`src/rtl/multiplier_pkg.sv`:
```
// multiplier_pkg: shared state encoding and default operand width for the shift-add multiplier.
package multiplier_pkg;
   localparam int DEFAULT_WIDTH = 8;
   typedef enum logic [1:0] {IDLE, WORKING, DONE} state_t;
endpackage

```
`src/rtl/multiplier_counter.sv`:
```
// multiplier_counter: iteration down-counter, preset to WIDTH-1, saturating at zero.
module multiplier_counter
   import multiplier_pkg::*;
#(
   parameter int WIDTH = DEFAULT_WIDTH
) (
   input  logic clock,
   input  logic reset,
   input  logic preset,
   input  logic decrement,
   output logic is_zero
);
   localparam int CW = $clog2(WIDTH);
   logic [CW-1:0] count;
   always_ff @(posedge clock or posedge reset) begin
      if (reset) count <= '0;
      else if (preset) count <= CW'(WIDTH - 1);
      else if (decrement && count != '0) count <= count - 1'b1;
   end
   assign is_zero = count == '0;
endmodule

```
`src/rtl/shift_add_multiplier.sv`:
```
// shift_add_multiplier: sequential shift-and-add multiplier, signed or unsigned,
// one partial product per cycle, WIDTH cycles per product with a valid/ack handshake.
module shift_add_multiplier
   import multiplier_pkg::*;
#(
   parameter int WIDTH = DEFAULT_WIDTH
) (
   input  logic               clock,
   input  logic               reset,
   input  logic               start,
   input  logic               signed_mode,
   input  logic [WIDTH-1:0]   multiplicand,
   input  logic [WIDTH-1:0]   multiplier,
   output logic               busy,
   output logic               result_valid,
   output logic [2*WIDTH-1:0] result,
   input  logic               result_ack
);
   state_t state, next_state;
   logic [WIDTH-1:0] a, q, m, mag_m, mag_q;
   logic [WIDTH:0] sum;
   logic [2*WIDTH-1:0] product;
   logic neg, accept, last;
   // Magnitudes are unsigned WIDTH-bit, so the most negative operand maps cleanly to 2^(WIDTH-1).
   assign mag_m = (signed_mode && multiplicand[WIDTH-1]) ? -multiplicand : multiplicand;
   assign mag_q = (signed_mode && multiplier[WIDTH-1]) ? -multiplier : multiplier;
   assign sum = {1'b0, a} + {1'b0, q[0] ? m : '0};
   always_comb begin
      accept = start && (state == IDLE || (state == DONE && result_ack));
      next_state = state;
      if (accept) next_state = WORKING;
      else if (state == WORKING && last) next_state = DONE;
      else if (state == DONE && result_ack) next_state = IDLE;
   end
   always_ff @(posedge clock or posedge reset) begin
      if (reset) state <= IDLE;
      else state <= next_state;
   end
   always_ff @(posedge clock or posedge reset) begin
      if (reset) begin
         a   <= '0;
         q   <= '0;
         m   <= '0;
         neg <= 1'b0;
      end else if (accept) begin
         a   <= '0;
         q   <= mag_q;
         m   <= mag_m;
         neg <= signed_mode && (multiplicand[WIDTH-1] ^ multiplier[WIDTH-1]);
      end else if (state == WORKING) begin
         a <= sum[WIDTH:1];
         q <= {sum[0], q[WIDTH-1:1]};
      end
   end
   multiplier_counter #(.WIDTH(WIDTH)) counter (
      .clock(clock),
      .reset(reset),
      .preset(accept),
      .decrement(state == WORKING),
      .is_zero(last)
   );
   assign product = {a, q};
   assign busy = state != IDLE;
   assign result_valid = state == DONE;
   assign result = result_valid ? (neg ? -product : product) : '0;
endmodule

```
`config.mk`:
```
export PLATFORM = sky130hd
export DESIGN_NAME = shift_add_multiplier
export DESIGN_NICKNAME = d
export VERILOG_FILES = /design/src/rtl/multiplier_pkg.sv /design/src/rtl/multiplier_counter.sv /design/src/rtl/shift_add_multiplier.sv
export SDC_FILE = /design/constraint.sdc
export NUM_CORES = 1
export LEC_CHECK = 0
export CORE_ASPECT_RATIO = 0.6
export CORE_MARGIN = 5
export CORE_UTILIZATION = 30
export CTS_CLUSTER_DIAMETER = 50
export CTS_CLUSTER_SIZE = 10
export DETAILED_ROUTE_END_ITERATION = 12
export PLACE_DENSITY = 0.56
export SYNTH_ARGS = -nofsm -noshare
export SYNTH_HDL_FRONTEND = slang
export SYNTH_HIERARCHICAL = 1
export SYNTH_SLANG_ARGS = --single-unit
```
`constraint.sdc`:
```
create_clock -name clock -period 3.4 [get_ports clock]
set_input_delay 0.34 -clock clock [delete_from_list [all_inputs] [get_ports clock]]
set_output_delay 0.34 -clock clock [all_outputs]
set_load 0.02 [all_outputs]
```
==> results of run 1 <==
[registers in the layout (all words and copies together) (netlist names)]
name,cells
a,8
m,8
q,8
counter/count,3
state,2
neg,1
[layout make-up]
class	instances	area share [%]
Multi-Input combinational cell	213	48.46
Tap cell	104	4.582
Timing Repair Buffer	39	13.66
Sequential cell	30	26.43
Clock buffer	5	4.405
Inverter	16	2.115
Clock inverter	2	0.3524
[synthesized netlist by cell type (all sizes together)]
cell type,number,area (sq um)
a22o,1,8.760
xor2,18,157.7
or3,2,12.51
nor3b,2,15.01
a31oi,3,18.77
or4,2,18.77
mux2i,3,30.03
or2,1,6.260
a22oi,6,45.04
a21oi,11,55.05
fa,1,20.02
xnor2,12,105.1
ha,13,162.7
and2,9,56.30
o41a,1,11.26
dfrtp,30,750.7
and4bb,2,25.02
a211o,1,8.760
nor2b,3,18.77
nand2b,4,32.53
nor2,30,112.6
a21o,2,15.01
nand2,27,101.4
a211oi,2,15.01
o21bai,1,7.510
nand3,9,45.04
nor4,2,12.51
a311o,1,10.01
inv,16,60.06
a21boi,1,7.510
o31ai,6,45.04
o41ai,2,17.52
clkbuf,9,33.78
o221ai,1,8.760
o21ai,29,145.1
nor3,5,25.02
[metal layers]
metal  GRT usage (%)  vias up  wire [um]
li1                -     1003          -
met1           19.26      900       3071
met2           15.07       40       2046
met3           4.154        6        345
met4           2.715        0         42
met5               0        -          0
[through the flow]
stage | setup slack [ps] | hold slack (ps)
3_5_place_dp | 691.8 | 464.7
3_3_place_gp | 688.6 | 457.2
5_1_grt | 200.7 | 258.4
2_1_floorplan | 938.2 | 93.64
6_report | 394.8 | 254.4
4_1_cts | 393.4 | 250.3
[logic make-up after synthesis]
logic type / synth area share, %
AOI/OAI and AO/OA: 18.87
xor gates and xnor gates: 11.83
adders and majority gates: 8.226
buffers and inverters: 4.225
DFF: 33.80
muxes: 1.352
and+or+nand+nor: 21.69
[worst reg2reg max path, delay by kind of cell (launching register included)]
family / cells / cell delay, ps
compound gates: 4 / 1050
fa+ha+maj: 2 / 640
flops: 1 / 490
simple gates: 2 / 290
[how the worst max path moves through the flow]
stage               depth (start not counted)  slack [ps]              from               end
detailed placement                          6         690  q[6]$_DFFE_PP0P_        result[13]
floorplan                                   9         940  q[0]$_DFFE_PP0P_  a[7]$_DFFE_PP0P_
global route                                6         200  q[2]$_DFFE_PP0P_        result[12]
CTS                                         6         390  q[6]$_DFFE_PP0P_        result[13]
global placement                            6         690  q[6]$_DFFE_PP0P_        result[13]
finish                                      6         390  q[6]$_DFFE_PP0P_        result[13]
[power breakdown]
group | internal [uW] | switching [uW]
Combinational | 34.7 | 30.1
Clock | 263 | 152
Sequential | 358 | 0
Total | 656 | 182
==> impl_results.md, run 1 <==
- Status: complete, no violations
- Area of the core: 0.007237 sq mm
- Number of global-route vias before repair: 1797
- HP Class: in2async
- Max-slew violation count: 0
- Final Hold Violating Endpoints: 0
- Setup Skew: 1.612 ps
- Final period util: 88.39%
- CTS tree: yes
- Pin count of the biggest net entering global routing: 34
- Nets: 340
- Register area: 750.7 sq um
- # rows: 24
- Total global routing track utilization: 12.10%
- Area occupied by multi-input gates: 0.001376 sq mm
- Post-route DRC: 0
- Setup repair after global routing missed its margin: no
- Layout Utilization: 39.25%
- Initial Util: 30.69%
- Die W: 121.1 um
- Area delta synth->final: 27.89%
- Post-cts hold buffer count: 0
- Ys Warns: 6
- CP max stage delay: 620 ps
- Clock slew at reported path FFs: 50 ps
- First drt pass iteration count: 4
- Syn_nets: 303
- PortBufs: 38
- Worst path arrival time: 2670 ps
- Avg Synthesized Cell Area: 8.287 sq um
- Setup TNS: 0 ps
- Most common cell after layout, fill and taps aside: clkdlybuf4s50_1
- Slowest-stage cell, CP: clkdlybuf4s50_1
- Root Driver: clkbuf_16
- R2r startpoint: q[0]$_DFFE_PP0P_
- Crit Path Max Fanout: 7
- FF-to-FF setup slack: 800 ps
- Slew headroom: 29.62%
- Die ar.: 0.009280 sq mm
- Clk sinks: 30
- Initial antenna violation count: 0
- Inst Count DP: 402
- Cell area after layout: 0.002840 sq mm
- Die Y: 76.65 um
- Htree depth: 2
- RD Place Congestion: 0.7935
- Depth of the most critical reg-to-reg path: 8
- Clock Latency Late Sink: 280 ps
- Routed Antenna Nets: 0
- CTS resizes: 0
- CP endpoint kind: output port
- Final setup vio count: 0
- WP buf/inv: 1
- DP Area: 0.002705 sq mm
- Pwr dens: 295.0 mW/mm^2
- Critical Path, Cell by Cell: or4_4, or4_1, o21ai_1, xor2_1, nor2_1, clkdlybuf4s50_1
- Register area share after synthesis: 33.80%
- Commonest non-fill, non-tap cells in the layout: clkdlybuf4s50_1 (38), nor2_1 (30), dfrtp_1 (30)
- Maximum root-to-sink buffer count: 2
- Worst endpoint required time: 3060 ps
- Drt wl/cell: 13.46 um
- Power Total: 838.0 uW
- Fin crit period: 3005 ps
- #FFs+latches synth: 30
- Routed wire length: 5506 um
- Syn Inst Count: 268
- Max VDD drop: 0.1878 mV
- Layout cells sized above 1: 3.607%
- Post-synthesis cell area: 0.002221 sq mm
- Post-CTS Setup Repair Bufs: 0
- Finished Layout Cells: 409
- DP Wirelength: 4382 um
- Critical path class: reg2out
- IO Count: 39
- Layout fillers: 766
- Global-route wire length before repair: 8990 um
- N_diodes: 0
- Setup crit start kind: flop
- Leakage Power: 0.001216 uW
- Initial drt markers: 73
- Num CTS Buffers: 5
- DR vias: 1949
- Via density: 4.765
- Critical R2R Capture: a[7]$_DFFE_PP0P_
- Worst Max-Slew Pin Slew: 1054 ps
- GR Overflow Total: 0
- Number of distinct library cells after synthesis: 39
- Max Cap Viol: 0
- Family with the most delay on the worst path: simple AND/OR/NAND/NOR gates
- F_max: 332.8 MHz
Note: power is estimated with default switching activity, not from simulation.
==> run 2: changes to the inputs <==
--- a/config.mk
+++ b/config.mk
@@ -5,6 +5,7 @@
 export SDC_FILE = /design/constraint.sdc
 export NUM_CORES = 1
 export LEC_CHECK = 0
+export ABC_AREA = 1
 export CORE_ASPECT_RATIO = 0.6
 export CORE_MARGIN = 5
 export CORE_UTILIZATION = 30
==> impl_results.md, run 2 <==
- PortBufs: 38 (unchanged)
- Final setup vio count: 0 (unchanged)
- Top-count cell post-synth: nand2_1
- Die ar.: 0.01029 sq mm (was 0.009280 sq mm)
- Met3 Use GR: 3.854% (was 4.154%)
- Root Driver: clkbuf_16 (unchanged)
- Inst Count DP: 521 (was 402)
- Setup repair after global routing missed its margin: no (unchanged)
- Max Cap Viol: 0 (unchanged)
- Area delta synth->final: 24.66% (was 27.89%)
- Most common cell after layout, fill and taps aside: nand2_1 (was clkdlybuf4s50_1)
- Crit Path Max Fanout: 10 (was 7)
- Worst path arrival time: 2290 ps (was 2670 ps)
- Post-cts hold buffer count: 0 (unchanged)
- Final period util: 77.46% (was 88.39%)
- HP Class: in2async (unchanged)
- Clock slew at reported path FFs: 50 ps (about the same)
- Initial antenna violation count: 0 (unchanged)
- Setup Skew: 6.763 ps (was 1.612 ps)
- CTS resizes: 0 (unchanged)
- Clk sinks: 30 (unchanged)
- Area of the core: 0.007976 sq mm (was 0.007237 sq mm)
- Family with the most delay on the worst path: buffers and inverters (was simple AND/OR/NAND/NOR gates)
- Critical path class: reg2out (unchanged)
- Die W: 127.6 um (was 121.1 um)
- Max VDD drop: 0.1860 mV (was 0.1878 mV)
- Commonest cells in the netlist: nand2_1 (112), inv_1 (57), nand3_1 (39) (was dfrtp_1 (30), nor2_1 (30), nand2_1 (27), o21ai_0 (27), xor2_1 (18))
- Slew headroom: 26.43% (was 29.62%)
- Finished Layout Cells: 529 (was 409)
- Main synth FF type: dfrtp_1 (unchanged)
- Pin count of the biggest net entering global routing: 28 (was 34)
- Post-route DRC: 0 (unchanged)
- Syn Inst Count: 382 (was 268)
- F_max: 379.7 MHz (was 332.8 MHz)
- Avg Synthesized Cell Area: 6.521 sq um (was 8.287 sq um)
- Final Hold Violating Endpoints: 0 (unchanged)
- Routed wire length: 6809 um (was 5506 um)
- DR vias: 2472 (was 1949)
- Post-CTS Setup Repair Bufs: 0 (unchanged)
- Top Registers: a x8, m x8, q x8 (unchanged)
- GRT met2 Usage: 19.52% (was 15.07%)
- CP endpoint kind: output port (unchanged)
- Max-slew violation count: 0 (unchanged)
- Initial Util: 31.23% (was 30.69%)
- Setup TNS: 0 ps (unchanged)
- Gr busiest metal: met1 (unchanged)
- Routed Antenna Nets: 0 (unchanged)
- Layout cells sized above 1: 6.413% (was 3.607%)
- IO Count: 39 (unchanged)
- Post-synth EDFFs: 0 (unchanged)
- # rows: 25 (was 24)
- Largest cells by area after synthesis: dfrtp_1 (30%), nand2_1 (17%), inv_1 (8.6%) (was dfrtp_1 (34%), ha_1 (7.3%), xor2_1 (7.1%))
- CTS tree: yes (unchanged)
- Initial drt markers: 186 (was 73)
- Drt wl/cell: 12.87 um (was 13.46 um)
- Total global routing track utilization: 13.91% (was 12.10%)
- Commonest non-fill, non-tap cells in the layout: nand2_1 (112), inv_1 (57), nand3_1 (39) (was clkdlybuf4s50_1 (38), nor2_1 (30), dfrtp_1 (30))
- Fin crit period: 2634 ps (was 3005 ps)
- Status: complete, no violations (unchanged)
- Setup crit start kind: flop (unchanged)
- RD Place Congestion: 0.8442 (was 0.7935)
- Pwr dens: 315.6 mW/mm^2 (was 295.0 mW/mm^2)
- CP max stage delay: 610 ps (was 620 ps)
- Via density: 4.673 (was 4.765)
- Register area share after synthesis: 30.14% (was 33.80%)
- Number of distinct library cells after synthesis: 35 (was 39)
- Htree depth: 2 (unchanged)
- Leakage Power: 0.001566 uW (was 0.001216 uW)
- Worst Max-Slew Pin Slew: 1102 ps (was 1054 ps)
- WP buf/inv: 2 (was 1)
- Syn_nets: 417 (was 303)
- Layout fillers: 856 (was 766)
- Critical Path, Cell by Cell: inv_2, ha_1, nand2_1, o21ai_2, a21boi_0, nor2_1, clkdlybuf4s50_1 (was or4_4, or4_1, o21ai_1, xor2_1, nor2_1, clkdlybuf4s50_1)
- First drt pass iteration count: 4 (unchanged)
- FF-to-FF setup slack: 1540 ps (was 800 ps)
- Die Y: 80.59 um (was 76.65 um)
- Leading area contributor after synthesis: dfrtp_1 (unchanged)
- Area share of the largest cell type after synthesis: 30.14% (was 33.80%)
- Async SR Flop Fraction: 100.0% (unchanged)
- Ys Warns: 6 (unchanged)
- #FFs+latches synth: 30 (unchanged)
- GR Overflow Total: 0 (unchanged)
- Slowest-stage cell, CP: clkdlybuf4s50_1 (unchanged)
- Post-synthesis cell area: 0.002491 sq mm (was 0.002221 sq mm)
- Nets: 455 (was 340)
- N_diodes: 0 (unchanged)
- Num CTS Buffers: 5 (unchanged)
- Clock Latency Late Sink: 280 ps (about the same)
- Maximum root-to-sink buffer count: 2 (unchanged)
- Met1 GRT Util: 20.99% (was 19.26%)
- Global-route wire length before repair: 11210 um (was 8990 um)
- Number of global-route vias before repair: 2272 (was 1797)
- DP Wirelength: 5434 um (was 4382 um)
- Worst endpoint required time: 3060 ps (about the same)
-- run 2: cell types whose count changed after synthesis, sizes merged, moves of 8 or more --
cell	delta
nand2	+89
inv	+49
nand3	+31
xor2	-15
and2	-9
clkbuf	-9
nand4	+9
xnor2	-8
-- run 2: final timing paths --
| kind | start | endpoint | depth (start not counted) |
|---|---|---|---|
| setup reg to reg | q[0]$_DFFE_PP0P_ | a[7]$_DFFE_PP0P_ | 10 |
| hold / removal | reset | counter/count[2]$_DFFE_PP0P_ | 2 |
| hold reg to reg | m[7]$_DFFE_PP0N_ | m[7]$_DFFE_PP0N_ | 2 |
| setup / recovery | q[0]$_DFFE_PP0P_ | result[10] | 7 |
| max in group asynchronous | reset | neg$_DFFE_PP0N_ | 2 |
| min in group clock | m[7]$_DFFE_PP0N_ | m[7]$_DFFE_PP0N_ | 2 |
-- run 2: stage by stage --
stage	power (uW)	hold slack (ps)	utilization [%]	cell area (sq um)	worst slack, ps
after floorplan	481.4	93.64	-	2491	1604
after global placement	531.6	471.2	37.08	2958	1089
after detailed placement	534.9	481.0	37.08	2958	1065
after CTS	989.2	242.2	38.93	3105	754.8
after global routing	1029	251.7	38.93	3105	563.3
final	980.2	246.2	38.93	3105	766.3
-- run 2: final cells by class --
| type | count | area, sq um | area share (%) |
|---|---|---|---|
| clock buffers | 7 | 142.6 | 4.593 |
| clock inverters | 1 | 5.005 | 0.1612 |
| inverters | 65 | 251.5 | 8.098 |
| multi-input cells | 280 | 1440 | 46.37 |
| flip-flops and latches | 30 | 750.7 | 24.17 |
| well taps | 108 | 135.1 | 4.351 |
| repair buffers | 38 | 380.4 | 12.25 |
-- run 2: power by group --
group          switching [uW]  internal (uW)
registers                9.99            365
logic                    87.4           66.3
clock network             161            290
-- run 2: kinds of logic after synthesis --
group | after synthesis | synth area share, %
and+or+nand+nor | 207 | 36.06
buffers and inverters | 72 | 12.05
AOI/OAI and AO/OA | 51 | 11.55
DFF | 30 | 30.14
adders and majority gates | 14 | 7.333
xor gates and xnor gates | 7 | 2.461
muxes | 1 | 0.4018
-- run 2: layer usage --
metal  share of wire, %  wire length, um  vias up
met5                  0                0        -
met4               0.62               42        0
met3                5.6              379        4
met2                 38             2611       43
met1                 55             3776     1117
li1                   -                -     1308
==> run 3: changes to the inputs <==
==> constraint.sdc (replaced) <==
create_clock -name clock -period 2.5 [get_ports clock]
set_input_delay 0.25 -clock clock [delete_from_list [all_inputs] [get_ports clock]]
set_output_delay 0.25 -clock clock [all_outputs]
set_load 0.02 [all_outputs]
==> impl_results.md, run 3 (synthesis gave the netlist of run 2 again) <==
- Status: complete, no violations (unchanged)
- Worst endpoint required time: 2250 ps (was 3060 ps)
- Global-route wire length before repair: 10950 um (was 11210 um)
- HP Class: in2async (unchanged)
- R2r startpoint: q[0]$_DFFE_PP0P_ (unchanged)
- Layout fillers: 867 (was 856)
- Depth of the most critical reg-to-reg path: 11 (was 10)
- Post-route DRC: 0 (unchanged)
- Max VDD drop: 0.3116 mV (was 0.1860 mV)
- Clock slew at reported path FFs: 50 ps (about the same)
- Commonest non-fill, non-tap cells in the layout: nand2_1 (112), inv_1 (57), nand3_1 (39) (unchanged)
- Critical path class: reg2out (unchanged)
- Critical Path Start: q[1]$_DFFE_PP0P_ (was q[0]$_DFFE_PP0P_)
- Final hold slack: 160.2 ps (was 246.2 ps)
- Power Total: 1325 uW (was 980.2 uW)
- Max-slew violation count: 0 (unchanged)
- Clock Latency Late Sink: 280 ps (about the same)
- Critical R2R Capture: a[7]$_DFFE_PP0P_ (unchanged)
- Die ar.: 0.01029 sq mm (unchanged)
- Total global routing track utilization: 13.42% (was 13.91%)
- Top Registers: a x8, m x8, q x8 (unchanged)
- Dpl ws: 322.4 ps (was 1065 ps)
- FF-to-FF setup slack: 610 ps (was 1540 ps)
- Register area: 752.0 sq um (was 750.7 sq um)
- Drt wl/cell: 12.54 um (was 12.87 um)
- Number of global-route vias before repair: 2260 (was 2272)
- Initial Util: 31.23% (unchanged)
- Final period util: 94.57%
- Final WS setup: 135.8 ps (was 766.3 ps)
- CTS tree: yes (unchanged)
- Slowest-stage cell, CP: clkdlybuf4s50_1 (unchanged)
- Fin crit period: 2364 ps
- # rows: 25 (unchanged)
- Slew headroom: 72.26% (was 26.43%)
- Area of the core: 0.007976 sq mm (unchanged)
- Final Hold Violating Endpoints: 0 (unchanged)
- Maximum root-to-sink buffer count: 2 (unchanged)
- Num CTS Buffers: 5 (unchanged)
- Initial antenna violation count: 0 (unchanged)
- Pin count of the biggest net entering global routing: 28 (unchanged)
- N_diodes: 0 (unchanged)
- Root Driver: clkbuf_16 (unchanged)
- Via density: 4.688 (was 4.673)
- GR Overflow Total: 0 (unchanged)
- PortBufs: 38 (unchanged)
- Setup TNS: 0 ps (unchanged)
- WP buf/inv: 2 (unchanged)
- F_max: 423.0 MHz
- Setup Skew: 7.239 ps (was 6.763 ps)
- CP max stage delay: 620 ps (was 610 ps)
- Max Cap Viol: 0 (unchanged)
- Initial drt markers: 187 (was 186)
- IO Count: 39 (unchanged)
- Area occupied by multi-input gates: 0.001448 sq mm (was 0.001440 sq mm)
- Die W: 127.6 um (unchanged)
- Family with the most delay on the worst path: buffers and inverters (unchanged)
- Most common cell after layout, fill and taps aside: nand2_1 (unchanged)
- Setup repair after global routing missed its margin: no (unchanged)
- DP Wirelength: 5333 um (was 5434 um)
- CP endpoint kind: output port (unchanged)
- RD Place Congestion: 0.8503 (was 0.8442)
- Layout cells sized above 1: 7.311% (was 6.413%)
- Setup crit start kind: flop (unchanged)
- WP depth: 7 (unchanged)
- Worst Setup EP: result[6] (was result[10])
- Routed Antenna Nets: 0 (unchanged)
- Area delta synth->final: 26.62% (was 24.66%)
- Critical Path, Cell by Cell: inv_1, ha_1, nand3_1, nand2_1, o21ai_0, a21oi_1, clkdlybuf4s50_1 (was inv_2, ha_1, nand2_1, o21ai_2, a21boi_0, nor2_1, clkdlybuf4s50_1)
- Htree depth: 2 (unchanged)
- Leakage Power: 0.001712 uW (was 0.001566 uW)
- Final setup vio count: 0 (unchanged)
- Crit Path Max Fanout: 5 (was 10)
- Nets: 458 (was 455)
- Clk sinks: 30 (unchanged)
- First drt pass iteration count: 4 (unchanged)
- DR vias: 2494 (was 2472)
- Worst Max-Slew Pin Slew: 413.4 ps (was 1102 ps)
- Routed wire length: 6670 um (was 6809 um)
- Pwr dens: 420.2 mW/mm^2 (was 315.6 mW/mm^2)
- Die Y: 80.59 um (unchanged)
- Worst path arrival time: 2110 ps (was 2290 ps)
-- run 3: how the worst min path moves through the flow --
stage	start	to	slack [ps]	cells after the start
2_1_floorplan	reset	counter/count[0]$_DFFE_PP0P_	4	1
3_3_place_gp	reset	counter/count[0]$_DFFE_PP0P_	460	2
3_5_place_dp	reset	counter/count[0]$_DFFE_PP0P_	460	2
4_1_cts	reset	counter/count[0]$_DFFE_PP0P_	160	2
5_1_grt	reset	counter/count[0]$_DFFE_PP0P_	200	2
6_report	reset	counter/count[1]$_DFFE_PP0P_	160	2
-- run 3: area by class of cell --
class | count | share of cell area [%]
Clock buffer | 7 | 4.522
Clock inverter | 1 | 0.1587
Inverter | 65 | 7.973
Multi-Input combinational cell | 280 | 45.89
Sequential cell | 30 | 23.84
Tap cell | 108 | 4.284
Timing Repair Buffer | 41 | 13.33
-- run 3: repair_timing --
item	in CTS	in global routing
resized for setup	0	9
endpoints found under the hold margin	0	0
hold buffers	0	0
setup endpoints to repair	0	9
setup buffers	0	0
-- run 3: power by group --
group          internal (uW)  switching, uW
combinational           91.6            117
clock                    394            212
sequential               497           13.9
total                    983            343
-- run 3: layer usage --
layer  part of all wire [%]  wire (um)  track usage, %  vias up
li1                       -          -               -     1312
met1                     57       3827           20.47     1136
met2                     38       2510           18.52       44
met3                    4.8        322           3.654        2
met4                   0.15         10           2.754        0
met5                      0          0               0        -
-- run 3: metrics by stage --
stage | utilization [%] | instances | instance area, sq um
2_1_floorplan | - | 382 | 2491
3_3_place_gp | 37.36 | 524 | 2980
3_5_place_dp | 37.36 | 524 | 2980
4_1_cts | 39.22 | 532 | 3128
5_1_grt | 39.55 | 532 | 3154
6_report | 39.55 | 532 | 3154
